<file path="src/rtl/avr_cmd_pkg.sv">
// Shared command codes, op encoding and FSM state type for the avr_ctrl issuer.
package avr_cmd_pkg;

   localparam int unsigned CODE_W = 7;
   localparam int unsigned OP_W   = 3;
   localparam int unsigned ARG_W  = 32;

   typedef logic [CODE_W-1:0] code_t;

   localparam code_t C_IDLE         = 7'h01;
   localparam code_t C_RESET_LO     = 7'h02;
   localparam code_t C_RESET_HI     = 7'h03;
   localparam code_t C_SREG_EN_LO   = 7'h04;
   localparam code_t C_SREG_EN_HI   = 7'h05;
   localparam code_t C_SI_LO        = 7'h06;
   localparam code_t C_SI_HI        = 7'h07;
   localparam code_t C_OE_LO        = 7'h08;
   localparam code_t C_OE_HI        = 7'h09;
   localparam code_t C_WE_LO        = 7'h0A;
   localparam code_t C_WE_HI        = 7'h0C;
   localparam code_t C_COUNTER_LO   = 7'h0D;
   localparam code_t C_COUNTER_HI   = 7'h0E;
   localparam code_t C_SNES_MODE_LO = 7'h0F;
   localparam code_t C_SNES_MODE_HI = 7'h10;

   typedef enum logic [OP_W-1:0] {
      OP_NOP          = 3'd0,
      OP_RESET_PULSE  = 3'd1,
      OP_LOAD_ADDR    = 3'd2,
      OP_WRITE_STROBE = 3'd3,
      OP_READ_STROBE  = 3'd4,
      OP_INC_ADDR     = 3'd5,
      OP_SET_MODE     = 3'd6,
      OP_RSVD         = 3'd7
   } op_e;

   typedef enum logic [1:0] {
      S_IDLE = 2'd0,
      S_EMIT = 2'd1,
      S_DONE = 2'd2
   } state_e;

   typedef struct packed {
      op_e              op;
      logic [ARG_W-1:0] arg;
   } cmd_t;

   function automatic code_t si_code(input logic b);
      return b ? C_SI_HI : C_SI_LO;
   endfunction

endpackage

</file>
<file path="src/rtl/avr_cmd_hold_timer.sv">
// Loadable down-counter timing how long each command code stays on the bus.
module avr_cmd_hold_timer #(
   parameter int unsigned W = 2
) (
   input  logic         clk,
   input  logic         rst,
   input  logic         load,
   input  logic [W-1:0] load_val,
   output logic         expire_c
);

   logic [W-1:0] count;

   always_ff @(posedge clk or posedge rst) begin
      if (rst) begin
         count <= '0;
      end else if (load) begin
         count <= load_val;
      end else if (count != '0) begin
         count <= count - W'(1);
      end
   end

   assign expire_c = (count == '0);

endmodule

</file>
<file path="src/rtl/avr_command_sequencer.sv">
// Expands high-level cartridge operations into timed avr_ctrl command code sequences.
module avr_command_sequencer
   import avr_cmd_pkg::*;
#(
   parameter int unsigned HOLD      = 2,
   parameter int unsigned ADDR_BITS = 24,
   parameter int unsigned READ_WAIT = 4
) (
   input  logic                avr_clk,
   input  logic                avr_rst,
   input  logic                cmd_valid,
   output logic                cmd_ready,
   input  logic [OP_W-1:0]     cmd_op,
   input  logic [ARG_W-1:0]    cmd_arg,
   output logic [CODE_W-1:0]   avr_ctrl,
   output logic                busy,
   output logic                done
);

   localparam int unsigned TW    = $clog2(HOLD + READ_WAIT + 1);
   localparam int unsigned IDX_W = (ADDR_BITS > 1) ? $clog2(ADDR_BITS) : 1;
   localparam logic [TW-1:0]    HOLD_LD = TW'(HOLD - 1);
   localparam logic [TW-1:0]    READ_LD = TW'(HOLD + READ_WAIT - 1);
   localparam logic [IDX_W-1:0] TOP_IDX = IDX_W'(ADDR_BITS - 1);

   state_e           state;
   cmd_t             cmd_q;
   logic [IDX_W-1:0] bit_idx;

   logic    accept_c;
   logic    first_none_c;
   code_t   first_code_c;
   code_t   nxt_code_c;
   logic    last_c;
   code_t   load_code_c;
   logic    tmr_load_c;
   logic [TW-1:0] tmr_val_c;
   logic    expire_c;

   assign accept_c = cmd_valid & cmd_ready;

   // First code of a newly requested op; ops without codes go straight to S_DONE.
   always_comb begin
      first_code_c = C_IDLE;
      first_none_c = 1'b0;
      case (op_e'(cmd_op))
         OP_RESET_PULSE:  first_code_c = C_RESET_HI;
         OP_LOAD_ADDR:    first_code_c = C_SREG_EN_LO;
         OP_WRITE_STROBE: first_code_c = C_WE_LO;
         OP_READ_STROBE:  first_code_c = C_OE_LO;
         OP_INC_ADDR:     first_code_c = C_COUNTER_LO;
         OP_SET_MODE:     first_code_c = cmd_arg[0] ? C_SNES_MODE_HI : C_SNES_MODE_LO;
         default:         first_none_c = 1'b1;
      endcase
   end

   // Successor of the code on the bus; every successor differs from its predecessor.
   always_comb begin
      nxt_code_c = C_IDLE;
      last_c     = 1'b0;
      case (avr_ctrl)
         C_RESET_HI:       nxt_code_c = C_RESET_LO;
         C_WE_LO:          nxt_code_c = C_WE_HI;
         C_OE_LO:          nxt_code_c = C_OE_HI;
         C_COUNTER_LO:     nxt_code_c = C_COUNTER_HI;
         C_SREG_EN_LO:     nxt_code_c = si_code(cmd_q.arg[TOP_IDX]);
         C_SI_LO, C_SI_HI: nxt_code_c = C_COUNTER_LO;
         C_COUNTER_HI: begin
            if (cmd_q.op == OP_LOAD_ADDR) begin
               nxt_code_c = (bit_idx == '0) ? C_SREG_EN_HI
                                            : si_code(cmd_q.arg[bit_idx - IDX_W'(1)]);
            end else begin
               last_c = 1'b1;
            end
         end
         default:          last_c = 1'b1;
      endcase
   end

   assign load_code_c = (state == S_IDLE) ? first_code_c : nxt_code_c;
   assign tmr_load_c  = (state == S_IDLE) ? (accept_c & ~first_none_c)
                                          : ((state == S_EMIT) & expire_c & ~last_c);
   assign tmr_val_c   = (load_code_c == C_OE_LO) ? READ_LD : HOLD_LD;

   avr_cmd_hold_timer #(.W(TW)) u_hold_timer (
      .clk      (avr_clk),
      .rst      (avr_rst),
      .load     (tmr_load_c),
      .load_val (tmr_val_c),
      .expire_c (expire_c)
   );

   always_ff @(posedge avr_clk or posedge avr_rst) begin
      if (avr_rst) begin
         state     <= S_IDLE;
         cmd_q     <= '{op: OP_NOP, arg: '0};
         bit_idx   <= '0;
         avr_ctrl  <= C_IDLE;
         cmd_ready <= 1'b1;
         busy      <= 1'b0;
         done      <= 1'b0;
      end else begin
         done <= 1'b0;
         case (state)
            S_IDLE: begin
               if (accept_c) begin
                  cmd_q     <= '{op: op_e'(cmd_op), arg: cmd_arg};
                  bit_idx   <= TOP_IDX;
                  cmd_ready <= 1'b0;
                  busy      <= 1'b1;
                  if (first_none_c) begin
                     state <= S_DONE;
                     done  <= 1'b1;
                  end else begin
                     state    <= S_EMIT;
                     avr_ctrl <= first_code_c;
                  end
               end
            end
            S_EMIT: begin
               if (expire_c) begin
                  if (last_c) begin
                     state    <= S_DONE;
                     avr_ctrl <= C_IDLE;
                     done     <= 1'b1;
                  end else begin
                     avr_ctrl <= nxt_code_c;
                     if (avr_ctrl == C_COUNTER_HI && bit_idx != '0) begin
                        bit_idx <= bit_idx - IDX_W'(1);
                     end
                  end
               end
            end
            S_DONE: begin
               state     <= S_IDLE;
               cmd_ready <= 1'b1;
               busy      <= 1'b0;
            end
            default: state <= S_IDLE;
         endcase
      end
   end

endmodule
</file>
<file path="config.mk">
export PLATFORM = sky130hd
export DESIGN_NAME = avr_command_sequencer
export DESIGN_NICKNAME = d
export VERILOG_FILES = /design/src/rtl/avr_cmd_pkg.sv /design/src/rtl/avr_cmd_hold_timer.sv /design/src/rtl/avr_command_sequencer.sv
export SDC_FILE = /design/constraint.sdc
export NUM_CORES = 1
export LEC_CHECK = 0
export CAP_MARGIN = 15
export CORE_MARGIN = 2
export CORE_UTILIZATION = 58
export DETAILED_ROUTE_END_ITERATION = 8
export PLACE_DENSITY = 0.85
export SYNTH_ARGS = -nofsm -noshare
export SYNTH_HDL_FRONTEND = slang
export SYNTH_SLANG_ARGS = --single-unit
</file>
<file path="constraint.sdc">
create_clock -name avr_clk -period 8 [get_ports avr_clk]
set_clock_uncertainty 0.15 [all_clocks]
set_input_delay 2.4 -clock avr_clk [delete_from_list [all_inputs] [get_ports avr_clk]]
set_output_delay 2.4 -clock avr_clk [all_outputs]
set_load 0.005 [all_outputs]
</file>
# ---- Word level (Yosys, flattened, before mapping)
# Index checks and enable logic that the tools add are counted.
dict set report classes {
  div_mod_pow 0
  n_shift 0
  n_bitwise 5
  n_eq_ne 24
  muxes 40
  n_addsub 2
  n_reduce_logical 17
  mul 0
  order_cmp 1
}
# cell n
set op_table {}
lappend op_table {{equality test 7 x 4 -> 1 bit (second input constant)} 5}
lappend op_table {{two-way mux 7 bit} 5}
lappend op_table {{one-hot mux 5 bit (6 select lines)} 1}
lappend op_table {{one-hot mux 4 bit (7 select lines)} 1}
lappend op_table {{two-way mux 5 bit} 5}
lappend op_table {{equality test 7 x 3 -> 1 bit (second input constant)} 3}
lappend op_table {{one-hot mux 7 bit (2 select lines)} 1}
lappend op_table {{two-way mux 3 bit} 4}
lappend op_table {{two-way mux 1 bit} 11}
lappend op_table {{two-way mux 2 bit} 5}
lappend op_table {{!= test 2 bit (second input constant)} 5}
lappend op_table {{one-hot mux 5 bit (2 select lines)} 1}
lappend op_table {{equality test 3 x 2 -> 1 bit (second input constant)} 3}
lappend op_table {{equality test 3 bit (second input constant)} 3}
lappend op_table {{one-hot mux 1 bit (2 select lines)} 4}
lappend op_table {{equality test 7 x 2 -> 1 bit (second input constant)} 1}
lappend op_table {{OR reduction 7 bit} 1}
lappend op_table {{< comparator 5 x 6 -> 1 bit (second input constant)} 1}
lappend op_table {{nonzero test 2 bit} 3}
lappend op_table {{OR reduction 6 bit} 1}
lappend op_table {{binary-select mux 1 bit (select 5 bit)} 1}
lappend op_table {{zero test 5 bit} 1}
lappend op_table {{AND reduction 5 bit} 1}
lappend op_table {{nonzero test 5 bit} 1}
lappend op_table {{other kinds (17)} 21}
dict set report totals {
  memories 0
  ff_bits 55
  elab_cells 98
  inputBits 38
  out_inout_bits 10
  rom_bits 0
  mem_bits_rw 0
  latch_bits 0
}

# ---- Depth between registers and ports, before layout
dict set report depth {
  depth_word 11
  depth_mapped 10
  depth_no_buf 8
}

# ---- Cells and area by module
# A second synthesis with hierarchy kept.
dict set report unflattened {
  cells_unflattened 253
  area_unflattened_um2 2864.0
}
# mod seq_area_each_um2 cells_per_inst area_each_um2 n_inst
set by_module_without_submodules {}
lappend by_module_without_submodules {avr_command_sequencer 1253.7 231 2658.8 1}
lappend by_module_without_submodules {avr_cmd_hold_timer 75.1 22 205.2 1}

# ---- Least setup slack after synthesis
# Ideal clock, no wire load.
dict set report synth_timing {
  kind {input to register}
  startpoint {input port cmd_valid}
  endpoint {register cmd_q[18] (netlist bit)}
  setup_ns 0.125
  arrival_ns 3.658
  n_path_buf 1
  stages 4
  path_slack_ns 4.067
  required_ns 7.725
  path_cell_list {nand3b_1 nor2_1 clkbuf_1 mux2_2}
}
dict set report synth_between {
  elab_chain_cells 2
}
# element line
set synth_rtl {}
lappend synth_rtl {{from (decl)} avr_command_sequencer.sv:11} ;# input logic cmd_valid,
lappend synth_rtl {{AND 1 bit} avr_command_sequencer.sv:40} ;# assign accept_c = cmd_valid & cmd_ready;
lappend synth_rtl {{AND reduction 2 bit (no line)} n/a}
lappend synth_rtl {{to (signal assigned)} avr_command_sequencer.sv:96} ;# cmd_q <= '{op: OP_NOP, arg: '0};
lappend synth_rtl {{to (signal assigned)} avr_command_sequencer.sv:107} ;# cmd_q <= '{op: op_e'(cmd_op), arg: cmd_arg};
lappend synth_rtl {{to (decl)} avr_command_sequencer.sv:27} ;# cmd_t cmd_q;
# Every way passes these cells.
# A chain may end at the register's enable or synchronous reset.

# ---- Worst setup path in the final report
dict set report layout_timing {
  startpoint {input port cmd_valid}
  endpoint {register bit_idx[2]}
}
dict set report layout_between {
  elab_chain_cells 3
}
# element line
set layout_rtl {}
lappend layout_rtl {{AND 1 bit} avr_command_sequencer.sv:40}
lappend layout_rtl {{!= test 2 bit (no line)} n/a}
lappend layout_rtl {{AND reduction 5 bit (no line)} n/a}
lappend layout_rtl {{to (signal assigned)} avr_command_sequencer.sv:129} ;# bit_idx <= bit_idx - IDX_W'(1);
lappend layout_rtl {{to (decl)} avr_command_sequencer.sv:28} ;# logic [IDX_W-1:0] bit_idx;
# Every way passes these cells.

==> impl_metrics.env <==
export IMPL_path_max_fanout=5
export IMPL_vias=2339
export IMPL_io_buffers=45
export IMPL_grt_pass1_vias=2159
export IMPL_final_max_slew_viol_count=0
export IMPL_dieArea_sq_mm=0.00571
export IMPL_synthesis_area_sq_mm=0.00297
export IMPL_fin_area_sq_mm=0.00358
export IMPL_cp_startpoint="cmd_valid"
export IMPL_grt_max_degree=54
export IMPL_ys_ff_latch=53
export IMPL_worstMarginPinSlew_ps=794
export IMPL_grt_overflow_total=0
export IMPL_die_y_microns=75.6
export IMPL_switching_share_pct=35.8
export IMPL_final_cells=393
export IMPL_htree_levels=2
export IMPL_status="finished clean"
export IMPL_drv_cap=0
export IMPL_ys_flop_type="dfrtp_1"
export IMPL_post_dp_cell_area_sq_mm=0.00343
export IMPL_grt_busiest_layer="met2"
export IMPL_yosysWarnings=0
export IMPL_whs_path_depth=2
export IMPL_end_kind="flip-flop"
export IMPL_cts_tree="yes"
export IMPL_hold_class="reg2reg"
export IMPL_grtUsageMet1_pct=35.7
export IMPL_cts_made_buffers=5
export IMPL_synthArstFlopShare_pct=100
export IMPL_dpl_hpwl_microns=4540
export IMPL_globalplace_congestion=0.877
export IMPL_ant_nets=0
export IMPL_cts_sinks=53
export IMPL_power_leakage_nw=1.52
export IMPL_syn_inst=288
export IMPL_synth_avg_cell_area_sq_um=10.3
export IMPL_maxSlewHeadroom_pct=46.8
export IMPL_arrival_ps=4210
export IMPL_required_ps=8020
export IMPL_start_util_pct=59.3
export IMPL_place_inst=384
export IMPL_totalWireLength_microns=6450
export IMPL_clockRootBuffer="clkbuf_8"
export IMPL_grtUsageTotal_pct=24.4
export IMPL_reg2reg_depth=8
export IMPL_r2r_end="avr_ctrl[0]$_DFFE_PP1P_"
export IMPL_finalCriticalPeriod_ps=4190
export IMPL_worstSetupPathType="in2reg"
export IMPL_irDropWorstVdd_mv=0.187
export IMPL_antenna_found_initial=0
export IMPL_wl_per_cell_microns=16.4
export IMPL_dr_pass1_iters=4
export IMPL_rsz0062_at_grt="false"
export IMPL_setup_violations=0
export IMPL_core_area_sq_mm=0.00501
export IMPL_grt_use_met3_pct=4.50
export IMPL_rrSetupSlack_ps=4800
export IMPL_diodes=0
export IMPL_drt_initial_drc_count=329
export IMPL_drc=0
export IMPL_combPwrFrac_pct=41.2
export IMPL_viasPerCell=5.95
export IMPL_pwr_share_clk_pct=18.1
export IMPL_use_met2_pct=37.2
export IMPL_post_synth_mux_area_share_pct=18.6
export IMPL_layout_nets=363
export IMPL_hp_start="cmd_q[17]$_DFFE_PP0P_"
export IMPL_drive_gt1_share_pct=15.5
export IMPL_holdPathEnd="cmd_q[17]$_DFFE_PP0P_"
export IMPL_p_per_area_mw_per_mm2=342
export IMPL_finalHoldViolations=0
export IMPL_p_int_uw=788
export IMPL_max_freq_mhz=239
export IMPL_synth_xor_area_share_pct=1.81
export IMPL_syn_to_final_growth_pct=20.6
export IMPL_grt_pass1_wl_microns=10500
export IMPL_seq_area_frac_synth_pct=44.7
export IMPL_ctsResizeCount=0
export IMPL_synthSimpleGateAreaFrac_pct=15.5
export IMPL_die_width_microns=75.6
export IMPL_clk_latency_ps=310
export IMPL_synth_compound_area_share_pct=13.2
export IMPL_num_rows=26
export IMPL_start_kind="input port"
export IMPL_synthAdderAreaFrac_pct=1.26
export IMPL_fin_crit_sh_pct=52.4
export IMPL_cts_buffer_depth=2
export IMPL_clk_pin_slew_ps=100
export IMPL_yosys_cell_types_count=46
export IMPL_io_pins=48
export IMPL_synth_top_family_by_area="multiplexers"
export IMPL_postLayoutCoreUtil_pct=71.6
export IMPL_post_cts_buffers=0
export IMPL_pwr_share_seq_pct=40.7
export IMPL_cts_hold_buf=0
export IMPL_p_switching_uw=439
export IMPL_synth_enable_flop_cells=0
export IMPL_reg2reg_from="bit_idx[0]$_DFFE_PP0P_"
export IMPL_fin_tns_setup_ps=0
-- logic make-up after synthesis --
logic type | Yosys count
buffers and inverters | 33
xor gates and xnor gates | 4
muxes | 43
and+or+nand+nor | 87
DFF | 53
AOI/OAI and AO/OA | 64
other | 1
adders and majority gates | 3
-- critical path: stages --
cell	delay (ps)
clkdlybuf4s50_1	500
nand3b_1	180
a21oi_1	280
a21boi_0	460
and3_1	290
a31oi_1	110
-- power groups by stage --
stage | sequential [mW] | clock [mW] | combinational (mW)
floorplan | 0.442 | 0 | 0.414
global placement | 0.496 | 0 | 0.484
detailed placement | 0.503 | 0 | 0.498
CTS | 0.498 | 0.223 | 0.504
global route | 0.519 | 0.233 | 0.555
finish | 0.500 | 0.222 | 0.505
-- layout by cell type, fill, tap and decap left out, drive strengths merged, types with 4 or more instances in the layout --
| master | instances |
|---|---|
| a21o | 4 |
| nor3b | 4 |
| a31oi | 7 |
| mux2 | 32 |
| nand3b | 4 |
| nor3 | 5 |
| nor2b | 9 |
| o22ai | 5 |
| nand3 | 7 |
| dfrtp | 51 |
| nand2b | 4 |
| inv | 13 |
| nor4 | 4 |
| nand2 | 22 |
| a21oi | 17 |
| mux2i | 6 |
| clkdlybuf4s50 | 45 |
| clkbuf | 5 |
| o21ai | 16 |
| nor2 | 17 |
| mux4 | 5 |
-- worst max path at each step --
stage	endpoint	cells after the start
2_1_floorplan	cmd_q[18]$_DFFE_PP0P_	4
3_3_place_gp	avr_ctrl[4]$_DFFE_PP0P_	5
3_5_place_dp	bit_idx[4]$_DFFE_PP0P_	6
4_1_cts	bit_idx[4]$_DFFE_PP0P_	6
5_1_grt	bit_idx[4]$_DFFE_PP0P_	6
6_report	bit_idx[2]$_DFFE_PP0P_	6
-- state kept, by name (all words and copies together) (netlist names) --
signal and count:
cmd_q 35, avr_ctrl 5, bit_idx 5, u_hold_timer.count 3, state 2, busy 1, cmd_ready 1, done 1
-- synth_stat cells (2+ instances only) --
master | number | area (sq um)
a2111oi_0 | 3 | 26.3
a21o_1 | 4 | 30.0
a21oi_1 | 17 | 85.1
a22o_1 | 2 | 17.5
a31oi_1 | 7 | 43.8
and3_1 | 3 | 18.8
buf_4 | 3 | 22.5
clkbuf_1 | 17 | 63.8
dfrtp_1 | 51 | 1280
dfstp_2 | 2 | 52.6
ha_1 | 3 | 37.5
inv_1 | 12 | 45.0
mux2_2 | 32 | 360
mux2i_1 | 6 | 60.1
mux4_1 | 5 | 131
nand2_1 | 22 | 82.6
nand2b_1 | 4 | 25.0
nand3_1 | 7 | 35.0
nand3b_1 | 4 | 30.0
nor2_1 | 17 | 63.8
nor2b_1 | 9 | 56.3
nor3_1 | 5 | 25.0
nor3b_1 | 4 | 30.0
nor4_1 | 3 | 18.8
o21a_1 | 3 | 22.5
o21ai_0 | 15 | 75.1
o21bai_1 | 2 | 15.0
o22ai_1 | 5 | 31.3
or4b_2 | 2 | 20.0
xnor2_1 | 3 | 26.3
-- stage by stage --
step                      power [mW]  hold slack [ps]  setup WS [ps]
final                           1.23              341           3810
after global routing            1.31              379           3700
after CTS                       1.23              339           3850
after detailed placement        1.00              315           3530
after global placement         0.980              312           3610
after floorplan                0.857              288           4070
-- final cells by class --
| cell class | instances | area (sq um) |
|---|---|---|
| Multi-Input combinational cell | 203 | 1510 |
| Fill cell | 355 | 1430 |
| Sequential cell | 53 | 1330 |
| Timing Repair Buffer | 47 | 478 |
| Tap cell | 70 | 87.6 |
| Clock buffer | 5 | 68.8 |
| Clock inverter | 3 | 68.8 |
| Inverter | 12 | 45.0 |
-- routing by layer --
layer  share of wire (%)  up-vias
met1                  43     1110
met5                   0        -
met2                  48      117
li1                    -     1099
met3                 7.4       13
met4                 1.6        0
Power figures use the tool's default switching activity.
